$ cat config.mk
export PLATFORM = sky130hd
export DESIGN_NAME = head_table_lookup_flat
export DESIGN_NICKNAME = d
export VERILOG_FILES = /design/src/rtl/hash_table_pkg.sv /design/src/rtl/head_table_wr_if.sv /design/src/rtl/head_lookup_fifo.sv /design/src/rtl/true_dual_port_ram_single_clock.sv /design/src/rtl/head_table_lookup.sv /design/src/flat_wrapper.sv
export SDC_FILE = /design/constraint.sdc
export NUM_CORES = 1
export LEC_CHECK = 0
export CELL_PAD_IN_SITES_DETAIL_PLACEMENT = 0
export CELL_PAD_IN_SITES_GLOBAL_PLACEMENT = 1
export CORE_AREA = 2 2 170 172
export DETAILED_ROUTE_END_ITERATION = 12
export DIE_AREA = 0 0 172 174
export DONT_BUFFER_PORTS = 1
export HOLD_SLACK_MARGIN = 0.03
export PLACE_DENSITY_LB_ADDON = 0.12
export SLEW_MARGIN = 20
export SYNTH_ARGS = -nofsm -noshare
export SYNTH_HDL_FRONTEND = slang
export SYNTH_HIERARCHICAL = 1
export SYNTH_SLANG_ARGS = --single-unit
$ cat constraint.sdc
create_clock -name clk_i -period 5.4 [get_ports clk_i]
set_input_delay 0.81 -clock clk_i [delete_from_list [all_inputs] [get_ports clk_i]]
set_output_delay 0.81 -clock clk_i [all_outputs]
set_load 0.01 [all_outputs]
$ cat src/rtl/hash_table_pkg.sv
// -----------------------------------------------------------------------------
// hash_table package
// Shared types for the hash-table pipeline: command encoding, head RAM word
// and the pdata record passed from head_table_lookup to data_table.
// No ports (package).
// -----------------------------------------------------------------------------
package hash_table;

  localparam int KEY_WIDTH      = 8;
  localparam int VALUE_WIDTH    = 8;
  localparam int HEAD_PTR_WIDTH = 8;
  localparam int BUCKET_WIDTH   = 4;

  // Three bits leave room for opcodes this stage does not know about; those
  // pass through untouched.
  typedef enum logic [2:0] {
    OP_INIT   = 3'd0,
    OP_SEARCH = 3'd1,
    OP_INSERT = 3'd2,
    OP_DELETE = 3'd3
  } ht_opcode_t;

  typedef struct packed {
    ht_opcode_t             opcode;
    logic [KEY_WIDTH-1:0]   key;
    logic [VALUE_WIDTH-1:0] value;
  } ht_command_t;

  typedef struct packed {
    logic [HEAD_PTR_WIDTH-1:0] ptr;
    logic                      ptr_val;
  } head_ram_data_t;

  typedef struct packed {
    ht_command_t               cmd;
    logic [BUCKET_WIDTH-1:0]   bucket;
    logic [HEAD_PTR_WIDTH-1:0] head_ptr;
    logic                      head_ptr_val;
  } ht_pdata_t;

  // Opcodes that rewrite a bucket's head pointer downstream.
  function automatic logic is_modifying(ht_opcode_t op);
    return (op == OP_INSERT) || (op == OP_DELETE);
  endfunction

endpackage

$ cat src/rtl/head_table_wr_if.sv
// -----------------------------------------------------------------------------
// head_table_wr_if
// Head RAM write port, driven by data_table (master) into head_table_lookup
// (slave).
//   wr_addr         bucket to update
//   wr_data_ptr     new head pointer
//   wr_data_ptr_val new head pointer valid flag
//   wr_en           write strobe, one write per cycle
// -----------------------------------------------------------------------------
interface head_table_wr_if;
  import hash_table::*;

  logic [BUCKET_WIDTH-1:0]   wr_addr;
  logic [HEAD_PTR_WIDTH-1:0] wr_data_ptr;
  logic                      wr_data_ptr_val;
  logic                      wr_en;

  modport master (output wr_addr, wr_data_ptr, wr_data_ptr_val, wr_en);
  modport slave  (input  wr_addr, wr_data_ptr, wr_data_ptr_val, wr_en);
endinterface

$ cat src/rtl/head_lookup_fifo.sv
// -----------------------------------------------------------------------------
// head_lookup_fifo
// Output queue of head lookups. Every resident entry whose bucket matches
// patch_bucket gets its head fields overwritten when patch_en is high.
//   clk, rst_n      clock, async active-low reset (pointers/count only)
//   push, push_data enqueue (caller guarantees not full)
//   pop             dequeue head (caller guarantees not empty)
//   head            entry at the read pointer, '0 when empty
//   count           number of resident entries
//   patch_*         parallel bucket compare / head update
// -----------------------------------------------------------------------------
module head_lookup_fifo
  import hash_table::*;
#(
  parameter  int DEPTH = 4,
  localparam int CNT_W = $clog2(DEPTH + 1),
  localparam int PTR_W = $clog2(DEPTH)
) (
  input  logic                    clk,
  input  logic                    rst_n,
  input  logic                    push,
  input  ht_pdata_t               push_data,
  input  logic                    pop,
  output ht_pdata_t               head,
  output logic [CNT_W-1:0]        count,
  input  logic                    patch_en,
  input  logic [BUCKET_WIDTH-1:0] patch_bucket,
  input  head_ram_data_t          patch_data
);

  ht_pdata_t        mem_q [DEPTH];
  logic [PTR_W-1:0] rd_ptr_q, wr_ptr_q;
  logic [CNT_W-1:0] count_q;

  // Patching non-resident slots is harmless; the push comes last so a slot
  // being refilled takes the (already forwarded) push data.
  always_ff @(posedge clk) begin
    for (int i = 0; i < DEPTH; i++) begin
      if (patch_en && mem_q[i].bucket == patch_bucket) begin
        mem_q[i].head_ptr     <= patch_data.ptr;
        mem_q[i].head_ptr_val <= patch_data.ptr_val;
      end
    end
    if (push) mem_q[wr_ptr_q] <= push_data;
  end

  // Pointers are log2(DEPTH) wide and wrap naturally.
  always_ff @(posedge clk or negedge rst_n) begin
    if (!rst_n) begin
      rd_ptr_q <= '0;
      wr_ptr_q <= '0;
      count_q  <= '0;
    end else begin
      if (push) wr_ptr_q <= wr_ptr_q + PTR_W'(1);
      if (pop)  rd_ptr_q <= rd_ptr_q + PTR_W'(1);
      count_q <= count_q + CNT_W'(push) - CNT_W'(pop);
    end
  end

  assign count = count_q;
  assign head  = (count_q != '0) ? mem_q[rd_ptr_q] : '0;

endmodule

$ cat src/rtl/true_dual_port_ram_single_clock.sv
// -----------------------------------------------------------------------------
// true_dual_port_ram_single_clock
// Generic two-port RAM on one clock. Read latency is 1 cycle, or 2 with
// REGISTER_OUT=1. A read of an address written in the same cycle returns the
// old contents.
//   clk             clock
//   addr_a/b        port addresses
//   data_a/b, we_a/b write data and enables
//   q_a/b           read data
// -----------------------------------------------------------------------------
module true_dual_port_ram_single_clock #(
  parameter int DATA_WIDTH   = 8,
  parameter int ADDR_WIDTH   = 4,
  parameter int REGISTER_OUT = 1
) (
  input  logic                  clk,
  input  logic [ADDR_WIDTH-1:0] addr_a,
  input  logic [DATA_WIDTH-1:0] data_a,
  input  logic                  we_a,
  output logic [DATA_WIDTH-1:0] q_a,
  input  logic [ADDR_WIDTH-1:0] addr_b,
  input  logic [DATA_WIDTH-1:0] data_b,
  input  logic                  we_b,
  output logic [DATA_WIDTH-1:0] q_b
);

  logic [DATA_WIDTH-1:0] mem [2**ADDR_WIDTH];
  logic [DATA_WIDTH-1:0] rd_a, rd_b;

  // NOTE: the array has no reset so it maps onto block RAM; sequential state
  // uses non-blocking assignments so every reader sees pre-edge values.
  always_ff @(posedge clk) begin
    if (we_a) mem[addr_a] <= data_a;
    if (we_b) mem[addr_b] <= data_b;
    rd_a <= mem[addr_a];
    rd_b <= mem[addr_b];
  end

  if (REGISTER_OUT != 0) begin : g_reg_out
    logic [DATA_WIDTH-1:0] out_a, out_b;
    always_ff @(posedge clk) begin
      out_a <= rd_a;
      out_b <= rd_b;
    end
    assign q_a = out_a;
    assign q_b = out_b;
  end else begin : g_comb_out
    assign q_a = rd_a;
    assign q_b = rd_b;
  end

endmodule

$ cat src/rtl/head_table_lookup.sv
// -----------------------------------------------------------------------------
// head_table_lookup
// Reads the head pointer of each hashed command's bucket and hands
// {cmd, bucket, head_ptr, head_ptr_val} to data_table. Owns the head RAM
// write port. Build option HT_HEAD_FWD_EN: when defined, head writes are
// forwarded into every lookup in flight or queued; when undefined, modifying
// commands are serialised through the stage instead.
//   clk_i, rst_i               clock, async active-low reset
//   task_i, bucket_i           command and its bucket index
//   task_valid_i/task_ready_o  input handshake (credit based)
//   pdata_out_o                lookup result
//   pdata_out_valid_o/pdata_in_ready_i  output handshake
//   head_table_if              head RAM write port from data_table
//   busy_o                     any lookup in flight or queued
// -----------------------------------------------------------------------------
module head_table_lookup #(
  parameter int BUCKET_WIDTH = hash_table::BUCKET_WIDTH,
  parameter int FIFO_DEPTH   = 4,
  parameter int RAM_LATENCY  = 2
) (
  input  logic                    clk_i,
  input  logic                    rst_i,
  input  hash_table::ht_command_t task_i,
  input  logic [BUCKET_WIDTH-1:0] bucket_i,
  input  logic                    task_valid_i,
  output logic                    task_ready_o,
  output hash_table::ht_pdata_t   pdata_out_o,
  output logic                    pdata_out_valid_o,
  input  logic                    pdata_in_ready_i,
  head_table_wr_if.slave          head_table_if,
  output logic                    busy_o
);
  import hash_table::*;

  localparam int CNT_W = $clog2(FIFO_DEPTH + 1);

`ifdef HT_HEAD_FWD_EN
  typedef struct packed {
    logic                    valid;
    ht_command_t             cmd;
    logic [BUCKET_WIDTH-1:0] bucket;
    logic                    fwd;       // a write hit this entry after its read
    head_ram_data_t          fwd_data;
  } stage_t;
`else
  typedef struct packed {
    logic                    valid;
    ht_command_t             cmd;
    logic [BUCKET_WIDTH-1:0] bucket;
  } stage_t;
`endif

  stage_t                  stage_q [RAM_LATENCY];
  stage_t                  stage_d [RAM_LATENCY];
  stage_t                  last;
  head_ram_data_t          ram_q, wr_data, head_data;
  logic [BUCKET_WIDTH-1:0] wr_addr;
  logic                    wr_en, accept, push, pop, patch_en;
  ht_pdata_t               push_data;
  logic [CNT_W-1:0]        inflight_q, fifo_cnt;
  logic [CNT_W:0]          credit_used;
  head_ram_data_t          unused_q_b;

  assign wr_en   = head_table_if.wr_en;
  assign wr_addr = head_table_if.wr_addr;
  assign wr_data = '{ptr: head_table_if.wr_data_ptr, ptr_val: head_table_if.wr_data_ptr_val};

  assign accept = task_valid_i && task_ready_o;
  assign pop    = pdata_out_valid_o && pdata_in_ready_i;

  // RAM latency is 1 + REGISTER_OUT, so RAM_LATENCY must be 1 or 2.
  true_dual_port_ram_single_clock #(
    .DATA_WIDTH  ($bits(head_ram_data_t)),
    .ADDR_WIDTH  (BUCKET_WIDTH),
    .REGISTER_OUT((RAM_LATENCY > 1) ? 1 : 0)
  ) u_head_ram (
    .clk   (clk_i),
    .addr_a(bucket_i),
    .data_a('0),
    .we_a  (1'b0),
    .q_a   (ram_q),
    .addr_b(wr_addr),
    .data_b(wr_data),
    .we_b  (wr_en),
    .q_b   (unused_q_b)
  );

  // Side pipeline carrying each command alongside its RAM read.
  // NOTE: every field is given a default first so no latch is inferred.
  always_comb begin
    stage_d[0]        = '0;
    stage_d[0].valid  = accept;
    stage_d[0].cmd    = task_i;
    stage_d[0].bucket = bucket_i;
    for (int s = 1; s < RAM_LATENCY; s++) stage_d[s] = stage_q[s-1];
`ifdef HT_HEAD_FWD_EN
    // Stage 0 covers the accept-cycle read, which returns pre-write data.
    for (int s = 0; s < RAM_LATENCY; s++) begin
      if (wr_en && wr_addr == stage_d[s].bucket) begin
        stage_d[s].fwd      = 1'b1;
        stage_d[s].fwd_data = wr_data;
      end
    end
`endif
  end

  always_ff @(posedge clk_i or negedge rst_i) begin
    if (!rst_i) begin
      for (int s = 0; s < RAM_LATENCY; s++) stage_q[s] <= '0;
      inflight_q <= '0;
    end else begin
      for (int s = 0; s < RAM_LATENCY; s++) stage_q[s] <= stage_d[s];
      inflight_q <= inflight_q + CNT_W'(accept) - CNT_W'(push);
    end
  end

  assign last = stage_q[RAM_LATENCY-1];
  assign push = last.valid;

  // A write in the push cycle itself is not yet in the FIFO, so it must be
  // folded into the pushed word here.
  always_comb begin
    head_data = ram_q;
`ifdef HT_HEAD_FWD_EN
    if (last.fwd) head_data = last.fwd_data;
    if (wr_en && wr_addr == last.bucket) head_data = wr_data;
`endif
    push_data              = '0;
    push_data.cmd          = last.cmd;
    push_data.bucket       = last.bucket;
    push_data.head_ptr     = head_data.ptr;
    push_data.head_ptr_val = head_data.ptr_val;
  end

`ifdef HT_HEAD_FWD_EN
  assign patch_en = wr_en;
`else
  assign patch_en = 1'b0;
`endif

  head_lookup_fifo #(.DEPTH(FIFO_DEPTH)) u_fifo (
    .clk         (clk_i),
    .rst_n       (rst_i),
    .push        (push),
    .push_data   (push_data),
    .pop         (pop),
    .head        (pdata_out_o),
    .count       (fifo_cnt),
    .patch_en    (patch_en),
    .patch_bucket(wr_addr),
    .patch_data  (wr_data)
  );

  assign pdata_out_valid_o = (fifo_cnt != '0);
  assign busy_o            = (inflight_q != '0) || (fifo_cnt != '0);

  // Credits: every in-flight lookup owns a FIFO slot, so pushes never stall.
  assign credit_used = {1'b0, inflight_q} + {1'b0, fifo_cnt};

`ifdef HT_HEAD_FWD_EN
  assign task_ready_o = credit_used < (CNT_W + 1)'(FIFO_DEPTH);
`else
  // Without forwarding, a modifying command must drain before the next
  // command reads the head RAM.
  logic last_mod_q;

  always_ff @(posedge clk_i or negedge rst_i) begin
    if (!rst_i)      last_mod_q <= 1'b0;
    else if (accept) last_mod_q <= is_modifying(task_i.opcode);
  end

  assign task_ready_o = (credit_used < (CNT_W + 1)'(FIFO_DEPTH)) && !(busy_o && last_mod_q);
`endif

endmodule

$ cat src/flat_wrapper.sv
// flat-port wrapper written by rule: the top's interface ports become plain ports
module head_table_lookup_flat import hash_table::*;
#(
  parameter int BUCKET_WIDTH = hash_table::BUCKET_WIDTH,
  parameter int FIFO_DEPTH   = 4,
  parameter int RAM_LATENCY  = 2
)
  (clk_i, rst_i, task_i, bucket_i, task_valid_i, task_ready_o, pdata_out_o, pdata_out_valid_o, pdata_in_ready_i, busy_o, head_table_if_wr_addr, head_table_if_wr_data_ptr, head_table_if_wr_data_ptr_val, head_table_if_wr_en);
  head_table_wr_if head_table_if_i ();
  input  logic clk_i;
  input  logic rst_i;
  input  hash_table::ht_command_t task_i;
  input  logic [BUCKET_WIDTH-1:0] bucket_i;
  input  logic task_valid_i;
  output logic task_ready_o;
  output hash_table::ht_pdata_t pdata_out_o;
  output logic pdata_out_valid_o;
  input  logic pdata_in_ready_i;
  output logic busy_o;
  input wire logic [$bits(head_table_if_i.wr_addr)-1:0] head_table_if_wr_addr;
  input wire logic [$bits(head_table_if_i.wr_data_ptr)-1:0] head_table_if_wr_data_ptr;
  input wire logic [$bits(head_table_if_i.wr_data_ptr_val)-1:0] head_table_if_wr_data_ptr_val;
  input wire logic [$bits(head_table_if_i.wr_en)-1:0] head_table_if_wr_en;
  assign head_table_if_i.wr_addr = head_table_if_wr_addr;
  assign head_table_if_i.wr_data_ptr = head_table_if_wr_data_ptr;
  assign head_table_if_i.wr_data_ptr_val = head_table_if_wr_data_ptr_val;
  assign head_table_if_i.wr_en = head_table_if_wr_en;
  head_table_lookup #(.BUCKET_WIDTH(BUCKET_WIDTH), .FIFO_DEPTH(FIFO_DEPTH), .RAM_LATENCY(RAM_LATENCY)) u_core (.clk_i(clk_i), .rst_i(rst_i), .task_i(task_i), .bucket_i(bucket_i), .task_valid_i(task_valid_i), .task_ready_o(task_ready_o), .pdata_out_o(pdata_out_o), .pdata_out_valid_o(pdata_out_valid_o), .pdata_in_ready_i(pdata_in_ready_i), .head_table_if(head_table_if_i), .busy_o(busy_o));
endmodule
==> flow_results.xml <==
<?xml version="1.0" encoding="UTF-8"?>
<metrics>
  <group name="floorplan">
    <metric name="die_area" unit="um^2">29900</metric>
    <metric name="core_area" unit="um^2">28200</metric>
    <metric name="die_width" unit="um">172</metric>
    <metric name="placement_rows" unit="">62</metric>
    <metric name="initial_core_util" unit="%">54.1</metric>
    <metric name="die_y" unit="um">174</metric>
    <metric name="io-pin-count" unit="">76</metric>
  </group>
  <group name="setup_path">
    <metric name="rr_worst_depth" unit="">4</metric>
    <metric name="worst_setup_end_kind" unit="">primary output</metric>
    <metric name="cp_data_arrival_time" unit="ns">2.26</metric>
    <metric name="r2r_start" unit="">u_core/u_fifo/wr_ptr_q[0]</metric>
    <metric name="crit_path_start_kind" unit="">flip-flop</metric>
    <metric name="critical_path.endpoint" unit="">pdata_out_o[12]</metric>
    <metric name="startpoint" unit="">u_core/u_fifo/rd_ptr_q[0]</metric>
    <metric name="critPathMaxFanout" unit="">34</metric>
    <metric name="timing.reg2reg.setup_slack" unit="ns">2.71</metric>
    <metric name="reg2reg_to" unit="">u_core/u_fifo/mem_q[2][29]</metric>
    <metric name="crit_type" unit="">reg2out</metric>
    <metric name="required_arrival_time_at_the_worst_endpoint" unit="ns">4.59</metric>
  </group>
  <group name="min_path">
    <metric name="holdCritPathClass" unit="">in2async</metric>
  </group>
  <group name="cts">
    <metric name="cts.clk_slew.worst_paths" unit="ns">0.06</metric>
    <metric name="clock_sink_count" unit="">349</metric>
    <metric name="clock_latency" unit="ns">0.54</metric>
    <metric name="clk_root_buffer_cell" unit="">clkbuf_16</metric>
    <metric name="h-tree-depth" unit="">2</metric>
    <metric name="cts_made_buffers" unit="">38</metric>
    <metric name="max-clock-path-buffers" unit="">3</metric>
    <metric name="tritoncts" unit="">done</metric>
    <metric name="cts_setup_buffers" unit="">0</metric>
  </group>
  <group name="global_route">
    <metric name="grt_first_pass_wirelength" unit="um">48800</metric>
    <metric name="final_global_route_overflow_total" unit="">0</metric>
    <metric name="grt_usage" unit="%">22.3</metric>
    <metric name="number_of_global_route_vias_before_repair" unit="">8094</metric>
    <metric name="number_of_antenna_violations_at_the_first_check_in_global_routing" unit="">0</metric>
    <metric name="grt_start_max_net_pins" unit="">60</metric>
  </group>
  <group name="sta">
    <metric name="max-slew-margin-rel" unit="%">26.9</metric>
    <metric name="clock_tree_skew_after_final_layout" unit="ns">0.0197</metric>
    <metric name="report.final.slew_viol_count" unit="">0</metric>
    <metric name="grt_setup_unrepaired" unit="">no</metric>
    <metric name="timing_worst_slew_pin_value" unit="ns">1.10</metric>
    <metric name="setup-tns-final" unit="ns">0</metric>
    <metric name="report.final.hold_viol_count" unit="">0</metric>
    <metric name="post-route-period-util" unit="%">56.9</metric>
    <metric name="timing.fmax" unit="MHz">325</metric>
    <metric name="final.min_clock_period" unit="ns">3.07</metric>
    <metric name="total_of_endpoints_with_negative_setup_slack_in_the_final_report" unit="">0</metric>
  </group>
  <group name="power_and_ir_drop">
    <metric name="power.density" unit="nW/um^2">403</metric>
    <metric name="total_switching_power" unit="W">0.00176</metric>
    <metric name="power.share.combinational" unit="%">16.5</metric>
    <metric name="static-leakage-power" unit="nW">5.98</metric>
    <metric name="power.share.switching" unit="%">25.5</metric>
    <metric name="power.internal" unit="W">0.00513</metric>
    <metric name="power_frac_seq" unit="%">46.1</metric>
    <metric name="peakVddDrop" unit="uV">208</metric>
    <metric name="power_frac_clock" unit="%">37.4</metric>
  </group>
  <group name="flow_run">
    <metric name="max_cap_viol_count" unit="">0</metric>
  </group>
  <group name="placement">
    <metric name="numPortBuffers" unit="">0</metric>
    <metric name="dp.cells" unit="">1253</metric>
    <metric name="hpwlAfterDp" unit="um">20400</metric>
    <metric name="place.gp.congestion" unit="">0.772</metric>
    <metric name="detailed_place.area" unit="um^2">15800</metric>
  </group>
  <group name="yosys">
    <metric name="synth-warning-count" unit="">6</metric>
    <metric name="synth_area" unit="um^2">15300</metric>
    <metric name="postSynthAreaPerCell" unit="um^2">17.9</metric>
    <metric name="netlist_instances" unit="">854</metric>
  </group>
  <group name="route">
    <metric name="detail_route.wirelength" unit="um">32000</metric>
    <metric name="drt_drc_violations_left" unit="">0</metric>
    <metric name="drt_first_iter_violations" unit="">480</metric>
    <metric name="postRouteAntennaNets" unit="">0</metric>
    <metric name="routed_wl_per_cell" unit="um">24.2</metric>
    <metric name="drt-pass1-iter-count" unit="">4</metric>
    <metric name="via_per_inst" unit="">5.69</metric>
    <metric name="via_count" unit="">7521</metric>
  </group>
  <group name="layout">
    <metric name="layout.nets" unit="">963</metric>
    <metric name="stdcell_count" unit="">1322</metric>
    <metric name="area_delta_synth_final" unit="%">11.9</metric>
    <metric name="antenna-diode-count" unit="">0</metric>
    <metric name="final_cell_area" unit="um^2">17100</metric>
    <metric name="drive_above_1_share" unit="%">36.1</metric>
    <metric name="layout.filler_cells" unit="">2152</metric>
  </group>
  <group name="outcome">
    <metric name="run_status" unit="">finished clean</metric>
  </group>
</metrics>
## state kept, by name, summed over array words and instances (netlist names)
register	count
u_core/last_mod_q	1
u_core/push	1
u_core/u_head_ram/mem	144
u_core/u_fifo/mem_q	128
u_core/u_head_ram/rd_a	9
u_core/u_fifo/count	3
u_core/u_fifo/wr_ptr_q	2
u_core/u_head_ram/q_a	9
u_core/stage_d	24
u_core/last	23
u_core/inflight_q	3
u_core/u_fifo/rd_ptr_q	2
## stage by stage
step	util, %	worst slack, ns	hold WS, ns	power (W)
after floorplan	-	3.02	0.310	0.00418
after global placement	55.8	2.78	0.315	0.00433
after detailed placement	55.8	2.65	0.314	0.00436
after CTS	60.4	2.27	0.133	0.00696
after global routing	60.5	2.17	0.134	0.00719
final	60.5	2.33	0.133	0.00689
## what timing repair did
item,CTS,global route
gates resized for setup,0,0
endpoints found under the setup margin,0,0
hold buffers,1,0
hold endpoints to repair,59,0
## worst min path at each step
stage                                to  slack [ns]  depth (start not counted)
2_1_floorplan  u_core/u_head_ram/q_a[0]        0.31                          0
3_3_place_gp   u_core/u_head_ram/q_a[6]        0.31                          0
3_5_place_dp   u_core/u_head_ram/q_a[5]        0.31                          0
4_1_cts              u_core/stage_d[11]        0.13                          1
5_1_grt              u_core/stage_d[17]        0.13                          1
6_report             u_core/stage_d[17]        0.13                          1
## critical path, stage by stage (launching register included)
cell	delay, ns
dfrtp_2	0.34
buf_4	0.53
mux4_2	0.63
nor2b_1	0.19
## final cells by class
cell class | count | area [um^2] | share of cell area (%)
Clock buffer | 50 | 1080 | 6.31
Clock inverter | 18 | 184 | 1.08
Inverter | 14 | 52.6 | 0.308
Multi-Input combinational cell | 499 | 5200 | 30.5
Sequential cell | 349 | 10000 | 58.6
Tap cell | 384 | 480 | 2.81
Timing Repair Buffer | 8 | 80.1 | 0.469
## per-layer routing
metal | wire length (um) | part of all wire [%] | GRT usage [%]
met5 | 0 | 0 | 0
met1 | 13400 | 42 | 29.5
met4 | 817 | 2.6 | 7.25
met3 | 1490 | 4.7 | 3.85
met2 | 16300 | 51 | 37.8
## placed cells by master, fill, tap and decap left out, types with 7 or more instances in the layout
cell / instances
edfxtp_1: 272
mux2_2: 162
conb_1: 71
mux4_2: 68
dfrtp_1: 58
clkbuf_16: 40
nor2b_1: 35
nand2_1: 23
xnor2_1: 21
mux2_4: 18
a22oi_1: 18
dfxtp_1: 18
inv_1: 13
ha_1: 10
nand2b_1: 8
nand3_1: 7
buf_4: 7
nor2_2: 7
## power by group through the flow
| stage | registers [W] | clock network (W) | logic (W) |
|---|---|---|---|
| CTS | 0.00318 | 0.00263 | 0.00115 |
| global placement | 0.00322 | 0 | 0.00111 |
| detailed placement | 0.00323 | 0 | 0.00113 |
| global route | 0.00319 | 0.00274 | 0.00125 |
| floorplan | 0.00319 | 0 | 0.000984 |
| finish | 0.00317 | 0.00258 | 0.00114 |
(Power assumes the default switching activity.)
